### src/rtl/collatz_if.sv
// Handshake and result bundle between a sequencer and the Collatz engine.
// The master drives enable, start and seed; the slave reports status and results.
interface collatz_if #(
    parameter int W = 14,
    parameter int C = 8
);
    logic         en;
    logic         start;
    logic [W-1:0] seed;
    logic         busy;
    logic         done;
    logic [W-1:0] value;
    logic [C-1:0] steps;
    logic [W-1:0] peak;
    logic         ovf;
    logic         err;
    logic         step_sat;

    modport master (
        output en, start, seed,
        input  busy, done, value, steps, peak, ovf, err, step_sat
    );

    modport slave (
        input  en, start, seed,
        output busy, done, value, steps, peak, ovf, err, step_sat
    );
endinterface

### src/rtl/collatz_engine.sv
// Steps a Collatz sequence from a seed, one step per enabled cycle, and tracks the
// step count, the peak value and the overflow, zero-seed and counter-saturation flags.
//
// state  | meaning
// IDLE   | out of reset, waiting for start
// RUN    | stepping the sequence on cycles with en=1
// DONE   | finished (reached 1, overflow or zero seed); results held
module collatz_engine #(
    parameter int W        = 14,
    parameter int C        = 8,
    parameter int SHORTCUT = 0
) (
    input logic      clk,
    input logic      arst,
    collatz_if.slave bus
);
    typedef enum logic [1:0] {
        S_IDLE = 2'd0,
        S_RUN  = 2'd1,
        S_DONE = 2'd2
    } state_t;

    localparam logic [C-1:0] STEPS_MAX = '1;

    state_t       state_q, state_d;
    logic [W-1:0] value_q, value_d;
    logic [C-1:0] steps_q, steps_d;
    logic [W-1:0] peak_q, peak_d;
    logic         ovf_q, ovf_d;
    logic         err_q, err_d;
    logic         step_sat_q, step_sat_d;

    logic [W+1:0] odd_full;
    logic [W+1:0] odd_next;
    logic         odd_fits;
    logic [C-1:0] steps_inc;

    // 3n+1 built as n + 2n + 1 in W+2 bits so the largest odd value cannot wrap
    assign odd_full  = {2'b00, value_q} + {1'b0, value_q, 1'b0} + (W+2)'(1);
    assign odd_next  = (SHORTCUT != 0) ? (odd_full >> 1) : odd_full;
    assign odd_fits  = (odd_next[W+1:W] == 2'b00);
    assign steps_inc = (steps_q == STEPS_MAX) ? steps_q : steps_q + C'(1);

    always_comb begin
        state_d    = state_q;
        value_d    = value_q;
        steps_d    = steps_q;
        peak_d     = peak_q;
        ovf_d      = ovf_q;
        err_d      = err_q;
        step_sat_d = step_sat_q;

        case (state_q)
            S_IDLE, S_DONE: begin
                if (bus.start) begin
                    steps_d    = '0;
                    ovf_d      = 1'b0;
                    step_sat_d = 1'b0;
                    if (bus.seed != '0) begin
                        state_d = S_RUN;
                        value_d = bus.seed;
                        peak_d  = bus.seed;
                        err_d   = 1'b0;
                    end else begin
                        state_d = S_DONE;
                        value_d = '0;
                        peak_d  = '0;
                        err_d   = 1'b1;
                    end
                end
            end
            S_RUN: begin
                if (bus.en) begin
                    if (value_q == W'(1)) begin
                        state_d = S_DONE;
                    end else if (!value_q[0]) begin
                        value_d    = value_q >> 1;
                        steps_d    = steps_inc;
                        step_sat_d = step_sat_q | (steps_inc == STEPS_MAX);
                    end else if (odd_fits) begin
                        value_d    = odd_next[W-1:0];
                        steps_d    = steps_inc;
                        step_sat_d = step_sat_q | (steps_inc == STEPS_MAX);
                        if (odd_next[W-1:0] > peak_q) begin
                            peak_d = odd_next[W-1:0];
                        end
                    end else begin
                        state_d = S_DONE;
                        ovf_d   = 1'b1;
                    end
                end
            end
            default: begin
                state_d = S_IDLE;
            end
        endcase
    end

    always_ff @(posedge clk) begin
        if (arst) begin
            state_q    <= S_IDLE;
            value_q    <= '0;
            steps_q    <= '0;
            peak_q     <= '0;
            ovf_q      <= 1'b0;
            err_q      <= 1'b0;
            step_sat_q <= 1'b0;
        end else begin
            state_q    <= state_d;
            value_q    <= value_d;
            steps_q    <= steps_d;
            peak_q     <= peak_d;
            ovf_q      <= ovf_d;
            err_q      <= err_d;
            step_sat_q <= step_sat_d;
        end
    end

    assign bus.busy     = (state_q == S_RUN);
    assign bus.done     = (state_q == S_DONE);
    assign bus.value    = value_q;
    assign bus.steps    = steps_q;
    assign bus.peak     = peak_q;
    assign bus.ovf      = ovf_q;
    assign bus.err      = err_q;
    assign bus.step_sat = step_sat_q;
endmodule

### src/flat_wrapper.sv
// flat-port wrapper written by rule: the top's interface ports become plain ports
module collatz_engine_flat 
#(
    parameter int W        = 14,
    parameter int C        = 8,
    parameter int SHORTCUT = 0
)
  (clk, arst, bus_en, bus_start, bus_seed, bus_busy, bus_done, bus_value, bus_steps, bus_peak, bus_ovf, bus_err, bus_step_sat);
  collatz_if #(.W(W), .C(C)) bus_i ();
  input logic clk;
  input logic arst;
  input wire logic [$bits(bus_i.en)-1:0] bus_en;
  input wire logic [$bits(bus_i.start)-1:0] bus_start;
  input wire logic [$bits(bus_i.seed)-1:0] bus_seed;
  output wire logic [$bits(bus_i.busy)-1:0] bus_busy;
  output wire logic [$bits(bus_i.done)-1:0] bus_done;
  output wire logic [$bits(bus_i.value)-1:0] bus_value;
  output wire logic [$bits(bus_i.steps)-1:0] bus_steps;
  output wire logic [$bits(bus_i.peak)-1:0] bus_peak;
  output wire logic [$bits(bus_i.ovf)-1:0] bus_ovf;
  output wire logic [$bits(bus_i.err)-1:0] bus_err;
  output wire logic [$bits(bus_i.step_sat)-1:0] bus_step_sat;
  assign bus_i.en = bus_en;
  assign bus_i.start = bus_start;
  assign bus_i.seed = bus_seed;
  assign bus_busy = bus_i.busy;
  assign bus_done = bus_i.done;
  assign bus_value = bus_i.value;
  assign bus_steps = bus_i.steps;
  assign bus_peak = bus_i.peak;
  assign bus_ovf = bus_i.ovf;
  assign bus_err = bus_i.err;
  assign bus_step_sat = bus_i.step_sat;
  collatz_engine #(.W(W), .C(C), .SHORTCUT(SHORTCUT)) u_core (.clk(clk), .arst(arst), .bus(bus_i));
endmodule
### config.mk
export PLATFORM = sky130hd
export DESIGN_NAME = collatz_engine_flat
export DESIGN_NICKNAME = d
export VERILOG_FILES = /design/src/rtl/collatz_if.sv /design/src/rtl/collatz_engine.sv /design/src/flat_wrapper.sv
export SDC_FILE = /design/constraint.sdc
export NUM_CORES = 1
export LEC_CHECK = 0
export ABC_AREA = 1
export BUFFER_PORTS_ARGS = -buffer_cell sky130_fd_sc_hd__buf_4
export CELL_PAD_IN_SITES_DETAIL_PLACEMENT = 1
export CELL_PAD_IN_SITES_GLOBAL_PLACEMENT = 2
export CORE_MARGIN = 2
export CORE_UTILIZATION = 31
export CTS_BUF_LIST = sky130_fd_sc_hd__clkbuf_8
export DETAILED_ROUTE_END_ITERATION = 10
export PLACE_DENSITY_LB_ADDON = 0.1
export SYNTH_ARGS = -nofsm -noshare
export SYNTH_HDL_FRONTEND = slang
export SYNTH_SLANG_ARGS = --single-unit
### constraint.sdc
create_clock -name clk -period 3.3 [get_ports clk]
set_input_delay 0.495 -clock clk [delete_from_list [all_inputs] [get_ports clk]]
set_output_delay 0.495 -clock clk [all_outputs]
set_load 0.03 [all_outputs]
=== Word level (Yosys, flattened, before mapping) ===
Cells that the tools add are included.

* RAM bits: 0
* Bits in latches: 0
* Flip-flop bits (word level): 41
* ROM bits: 0
* Output and inout port bits: 41
* Memories kept: 0
* Logic and storage cells: 78

* Divide/modulo/power cells: 0
* Add/subtract/negate cells: 3
* Shifts and indexed selects: 0
* Multiplexer cells: 39
* Reductions and logical operators: 11
* Bitwise operators: 1
* Equality and inequality tests: 15
* $mul: 0
* $lt $le $gt $ge: 1

{| class="wikitable"
|+ Operator list
! operator !! count
|-
| $mux W14 || 11
|-
| $pmux W14 S2 || 2
|-
| $mux W8 || 6
|-
| $add A14 B15 Y16 || 1
|-
| $add A16 B1 Y16 const B || 1
|-
| $eq A8 B8 Y1 const B || 2
|-
| $pmux W8 S2 || 1
|-
| $eq A14 B1 Y1 const B || 1
|-
| $gt A14 B14 Y1 || 1
|-
| $reduce_bool A14 Y1 || 1
|-
| $mux W2 || 6
|-
| $mux W1 || 10
|-
| $add A8 B1 Y8 const B || 1
|-
| $ne A2 B2 Y1 const B || 4
|-
| $reduce_and A4 Y1 || 2
|-
| $reduce_and A7 Y1 || 1
|-
| $ne A2 B1 Y1 const B || 3
|-
| $ne A3 B3 Y1 const B || 2
|-
| $reduce_and A6 Y1 || 1
|-
| $reduce_and A5 Y1 || 1
|-
| $logic_not A2 Y1 || 2
|-
| $pmux W1 S2 || 2
|-
| $pmux W2 S2 || 1
|-
| $ne A3 B1 Y1 const B || 1
|-
| 6 further kinds || 6
|}

=== Logic depth before layout (Yosys ltp) ===
Gate-level depths: netlist of run 1.

* Word-level depth: 9
* Gate-level depth with buffers: 26
* Mapped depth without buffers: 25

=== Least setup slack after synthesis of run 1 ===
OpenSTA, ideal clock, no wires.

* Kind: register to register
* Start: register u_core.value_q[2] (netlist: u_core.bus.value[2])
* End: register u_core.peak_q[7] (netlist: u_core.bus.peak[7])
* Buffers on the path: 1
* Stages on the path, launching flop included: 25
* Path slack: 0.228 ns
* Data arrival time: 2.959 ns
* Required time: 3.187 ns
* Cells stage by stage: dfxtp_1 > inv_1 > ha_1 > nand2_1 > nand2_1 > inv_1 > o21ai_0 > nand2_1 > nand2_1 > or2_2 > nand2_1 > inv_1 > ha_1 > nand2_1 > nor2_1 > nand3_1 > nor2_1 > nor2_1 > nand2_1 > nand2_1 > nand3_4 > buf_6 > nand2_1 > nand2_1 > nor2_1

* Word-level cells in the longest chain between the ends: 8
* Elaborated cells on any way between the ends: 15
* Those cells by class: add/sub (2); order compare (1); eq/ne (4); mux (6); reduce/logical (2)

{| class="wikitable"
|+ Ends and longest elaborated chain
! item !! RTL line !! source
|-
| start, declared || collatz_engine.sv:26 || <nowiki>logic [W-1:0] value_q, value_d;</nowiki>
|-
| start signal, assigned || collatz_engine.sv:110 || <nowiki>value_q <= value_d;</nowiki>
|-
| parallel branches: the longest is 8 deep, another holds $add A14 B15 Y16 || - ||
|-
| end signal, assigned || collatz_engine.sv:112 || <nowiki>peak_q <= peak_d;</nowiki>
|-
| end, declared || collatz_engine.sv:28 || <nowiki>logic [W-1:0] peak_q, peak_d;</nowiki>
|}

Parallel ways; which one is timed is not known. The select of a mux whose other input is x is not followed.
A chain may end at the register's enable or synchronous reset.

=== Worst setup path in the final report of run 1 ===
* Start: register u_core.value_q[0] (netlist: u_core.bus.value[0])
* End: register u_core.peak_q[8] (netlist: u_core.bus.peak[8])

The elaborated chain is that of the path after synthesis.

==> flow_summary.toml, run 1 <==
[outcome]
status = "finished clean"

[floorplan]
start_util = 0.314
fp.dieW_um = 114
coreArea_sq_um = 11900
die_area_sq_um = 13000
row_count = 40
fp.dieH_um = 114
pin_count = 59

[yosys]
synth_top_cell_by_area = "dfxtp_1"
synth_top_area_share = 0.220
yosys_register_bits = 41
syn-instance-count = 633
syn_area_sq_um = 3740
synth_top_cells_by_area = "dfxtp_1 22%, nand2_1 19%, ha_1 12%"
synth_nets = 689
ys_types = 32
yosysSeqAreaShare = 0.220
synth_warnings = 0
syn-mean-instance-area_sq_um = 5.90

[critical_path]
slowest_delay_ns = 0.50
path_buf_inv = 3
path_delay_family = "simple AND/OR/NAND/NOR gates"
path_max_fanout = 13
crit_path_frequent_cell = "nand2_1"
cp_data_required_time_ns = 3.53
critPathSlowestCell = "dfxtp_1"
path_cells = "ha_1 > inv_1 > nand4_1 > nand3_2 > xor2_2 > inv_1 > ha_1 > nand2_1 > nor2_2 > o21ai_0 > nand3_1 > nand3_1 > nand2_1 > nand2_1 > nand2_2 > nand3_4 > clkbuf_16 > nor2_1 > nor2_1"
endpoint_kind = "register"
path_class = "reg -> reg"
startpoint_type = "register"
cp.arrival_ns = 3.31

[global_route]
grt_util_all_layers = 0.205
grt_pass1_vias = 3912
grt_max_degree = 43
antenna_found_initial = 0
grt_first_pass_wirelength_mm = 20.6
gr-total-overflow = 0

[power_and_ir_drop]
ir_worst_vdd_mv = 0.162
power_mw = 2.41
p_leak_nw = 2.52
power_density_nw_per_um2 = 523

[clocking]
clk_pin_slew_ns = 0.10
htree_num_levels = 2
cts_buffers = 5
clockBufferDepth = 2
tritoncts = "yes"
clock-root-buffer = "clkbuf_8"
cts_sinks = 41
clkLatencyLatePin_ns = 0.33

[sta]
tightest_slew_ns = 0.883
max_clock_freq_ghz = 0.325
finalMaxSlewViolations = 0
setup_viol = 0
skew_ns = 0.0111
min_period_ns = 3.08
final.setup.worst_slack_ns = 0.220
max-slew-margin-rel = 0.406
final-hold-violation-count = 0
tns_ns = 0
period_share = 0.933

[route]
route.detailed.drc = 0
ant_nets = 0
routed_wl_mm = 13.0
dr.first_iter.drc_count = 169
drt-wirelength-per-cell_um = 15.4
avgViaCountPerCell = 4.65
vias = 3931
firstDrtPassIters = 4

[final_layout]
post_route_cells_drive_above_1_share = 0.183
fin_cells = 846
num-fill-cells = 1613
multiInputGateArea_sq_um = 2520
nets = 754
antenna_cells = 0
syn_to_final_growth_pct = 23.3
register_area_sq_um = 835
post-route-cell-area_sq_um = 4610

[placement]
portBuffers = 58
place_hpwl_mm = 10.1
postPlaceCellArea_sq_um = 4380
dpl.cell_count = 836
gp_congestion = 0.842
post-place-ws_ns = 0.0102

[worst_hold_path]
hp-class = "in -> reg"

[run]
drv_cap = 0
synthesized netlist by cell type, drive strengths merged:
cell type,instances
a22oi,2
nor4,1
inv,103
nand3,28
fa,1
o21bai,1
or2,8
ha,37
a21boi,1
xor2,7
o21ai,18
and2,2
nand3b,1
clkbuf,9
xnor2,5
nor3,5
buf,8
dfxtp,41
a21oi,37
nor2,119
nand2,192
nand4,7
path summary, 6_finish.rpt:
path	slack (ns)	cells past startpoint	to	start
worst min-delay path	0.44	2	u_core.bus.peak[0]	arst
worst min register to register	0.46	2	u_core.bus.step_sat	u_core.bus.step_sat
worst max register to register	0.22	19	u_core.bus.peak[8]	u_core.bus.value[0]
worst max-delay path	0.22	19	u_core.bus.peak[8]	u_core.bus.value[0]
metal layers:
layer	part of all wire	track usage	vias up
li1	-	-	2059
met1	0.54	0.311	1824
met2	0.43	0.306	43
met3	0.028	0.0340	5
met4	0.0083	0.0366	0
met5	0	0	-
registers in the layout, summed over array words and instances, names as in the netlist:
name                 flops
u_core.bus.value        14
u_core.bus.err           1
u_core.bus.step_sat      1
u_core.bus.peak         14
u_core.bus.steps         8
u_core.state_q           2
u_core.bus.ovf           1
repair_timing:
| action | 4_1_cts | 5_1_grt |
|---|---|---|
| gates resized for setup | 1 | 28 |
| hold buffers | 0 | 0 |
| buffers inserted | 0 | 1 |
| endpoints found under the setup margin | 4 | 14 |
| endpoints found under the hold margin | 0 | 0 |
| pin swaps | 0 | 2 |
| gates cloned | 0 | 1 |
layout make-up:
| type | count | area share |
|---|---|---|
| clock buffers | 5 | 0.0149 |
| inverters | 103 | 0.0839 |
| clock inverters | 3 | 0.00380 |
| repair buffers | 75 | 0.129 |
| multi-input cells | 472 | 0.548 |
| well taps | 147 | 0.0399 |
| flip-flops and latches | 41 | 0.181 |
cell usage in the layout (no fill, tap or decap), types with 4 or more instances in the layout:
cell type and n:
o21ai_0 9, ha_4 4, or2_2 8, nand2_2 4
dfxtp_2 5, a21oi_1 34, dfxtp_1 34, xnor2_1 5
nand4_1 7, nand2_1 186, ha_1 32, o21ai_1 8
inv_1 101, nor2_2 4, buf_4 73, xor2_1 6
nor2_1 114, nand3_1 23, clkbuf_8 5
kinds of logic after synthesis:
family / count (synthesis) / synth area share
XOR/XNOR: 12 / 0.0281
AO/OA/AOI/OAI: 59 / 0.0817
buffers and inverters: 120 / 0.132
AND/OR/NAND/NOR: 363 / 0.410
flip-flops: 41 / 0.220
adder cells (fa/ha/maj): 38 / 0.129
worst register-to-register path, cell delays in order (launching register included):
cell and delay (ns):
dfxtp_1 0.50, ha_1 0.31, inv_1 0.09, nand4_1 0.14, nand3_2 0.14, xor2_2 0.21
inv_1 0.07, ha_1 0.29, nand2_1 0.08, nor2_2 0.15, o21ai_0 0.10, nand3_1 0.10
nand3_1 0.07, nand2_1 0.07, nand2_1 0.07, nand2_2 0.10, nand3_4 0.10, clkbuf_16 0.19
nor2_1 0.13, nor2_1 0.06
per-stage QoR:
| stage | hold slack [ns] | utilization |
|---|---|---|
| after floorplan | 0.527 | - |
| after global placement | 0.447 | 0.367 |
| after detailed placement | 0.446 | 0.367 |
| after CTS | 0.426 | 0.375 |
| after global routing | 0.425 | 0.387 |
| final | 0.442 | 0.387 |
report_power, final:
group / internal, mW / total [mW] / switching, mW
Combinational: 0.524 / 1.40 / 0.873
Clock: 0.147 / 0.370 / 0.223
Sequential: 0.576 / 0.644 / 0.0680
Total: 1.25 / 2.41 / 1.16
(Power assumes the default switching activity.)
==> run 2, diff against run 1 <==
- CORE_UTILIZATION: 31 -> 28
- clock period: 3.3 -> 2.8 ns (I/O delays scaled with it)
==> flow_summary.toml, run 2 (synthesized netlist as in run 1, its figures left out) <==
[critical_path]
cp.arrival_ns = 3.27
r2r_end = "u_core.bus.peak[9]"
endpoint_kind = "register"
r2r_cells = 24
critPathLaunch = "u_core.bus.value[4]"
startpoint_type = "register"
cp_data_required_time_ns = 3.02
path_max_fanout = 7
reg2reg_from = "u_core.bus.value[4]"
r2r_slack_ns = -0.26
path_class = "reg -> reg"

[route]
drt-wirelength-per-cell_um = 14.8
avgViaCountPerCell = 4.53
dr.first_iter.drc_count = 149
vias = 4312
route.detailed.drc = 0
ant_nets = 0
firstDrtPassIters = 4
routed_wl_mm = 14.1

[floorplan]
coreArea_sq_um = 13100
row_count = 42
die_area_sq_um = 14300
pin_count = 59
fp.dieW_um = 120
start_util = 0.284
fp.dieH_um = 120

[global_route]
grt_util_all_layers = 0.204
grt_first_pass_wirelength_mm = 23.1
grt_pass1_vias = 4562
antenna_found_initial = 0
grt_max_degree = 25
gr-total-overflow = 0

[sta]
skew_ns = 0.00764
final-hold-violation-count = 0
period_share = 1.09
max-slew-margin-rel = 0.349
rsz0062_at_grt = "yes"
setup_viol = 14
tightest_slew_ns = 0.974
min_period_ns = 3.06
finalMaxSlewViolations = 0
final.setup.worst_slack_ns = -0.256
max_clock_freq_ghz = 0.327

[power_and_ir_drop]
power_density_nw_per_um2 = 625
p_leak_nw = 2.98
power_mw = 3.59
ir_worst_vdd_mv = 0.187

[final_layout]
utilization = 0.438
antenna_cells = 0
final_cell_mix = "150 x nand2_1, 142 x buf_4, 104 x nor2_1"
syn_to_final_growth_pct = 53.9
nets = 831
fin_cells = 952
post_route_cells_drive_above_1_share = 0.383
mostFrequentLayoutCell = "nand2_1"

[placement]
dpl.cell_count = 925
post-place-ws_ns = -0.462
gp_congestion = 0.899
portBuffers = 58
place_hpwl_mm = 11.0

[clocking]
clk_pin_slew_ns = 0.09
clockBufferDepth = 2
clkLatencyLatePin_ns = 0.32
cts_sinks = 41
cts_buffers = 5
htree_num_levels = 2
clock-root-buffer = "clkbuf_8"
ctsHoldBuffers = 0
tritoncts = "yes"

[worst_hold_path]
hp-start = "arst"
hold_end = "u_core.bus.peak[0]"
hp-class = "in -> reg"
hold_depth = 2

[run]
drv_cap = 0

[outcome]
violations = "setup timing"
status = "finished with violations"
-- run 2: what timing repair did --
action / in CTS / in global routing
pin swaps: 24 / 40
resized for setup: 99 / 40
setup buffers: 11 / 9
cloned: 3 / 0
endpoints found under the setup margin: 14 / 29
-- run 2: final cells by class --
| cell class | count | area [sq um] |
|---|---|---|
| Clock buffer | 6 | 82.6 |
| Timing Repair Buffer | 152 | 1250 |
| Fill cell | 1715 | 7380 |
| Inverter | 103 | 392 |
| Sequential cell | 41 | 857 |
| Tap cell | 176 | 220 |
| Multi-Input combinational cell | 472 | 2950 |
| Clock inverter | 2 | 10.0 |
-- run 2: metal layers --
layer,part of all wire,global-route usage,wire length (um),vias up
met2,0.47,0.341,6650,41
met3,0.020,0.0304,285,8
met4,0.0079,0.0368,112,0
met5,0,0,0,-
li1,-,-,-,2224
met1,0.50,0.283,7060,2039
-- run 2: where the power goes --
part | switching (mW) | leakage (nW) | total [mW] | internal [mW]
Combinational | 1.29 | 2.58 | 2.37 | 1.08
Clock | 0.255 | 0.0529 | 0.453 | 0.198
Sequential | 0.0876 | 0.345 | 0.769 | 0.681
Total | 1.63 | 2.98 | 3.59 | 1.96
-- run 2: worst max-delay path by stage --
stage,endpoint,slack [ns],depth (start not counted)
2_1_floorplan,u_core.bus.peak[7],0.004,22
3_3_place_gp,u_core.bus.peak[9],-0.36,23
3_5_place_dp,u_core.bus.peak[10],-0.46,23
4_1_cts,u_core.bus.peak[7],-0.24,25
5_1_grt,u_core.bus.peak[5],-0.44,24
6_report,u_core.bus.peak[9],-0.26,24
-- run 2: critical path, cell delays in order (launching register included) --
cell and delay [ns]:
dfxtp_4 0.43, inv_4 0.05, ha_4 0.23, buf_6 0.12
a21oi_4 0.16, nor2_2 0.06, nor2_2 0.08, nand2_2 0.08
or2_4 0.24, nand2_4 0.08, inv_4 0.04, ha_4 0.26
nand2_4 0.05, nor2_4 0.12, nand3_2 0.09, nor2_2 0.12
nor2_1 0.05, nand2_1 0.08, nand2_2 0.08, nand3_4 0.11
buf_12 0.12, buf_12 0.12, nand2_2 0.04, nand2_1 0.06
nor2_1 0.06
-- run 2: stage by stage --
stage	setup TNS [ns]	hold WS, ns	instance area [sq um]
after global placement	-4.87	0.446	4920
after global routing	-5.86	0.366	5750
final	-3.32	0.370	5750
after floorplan	0	0.527	3780
after CTS	-2.62	0.366	5610
after detailed placement	-6.05	0.460	4920
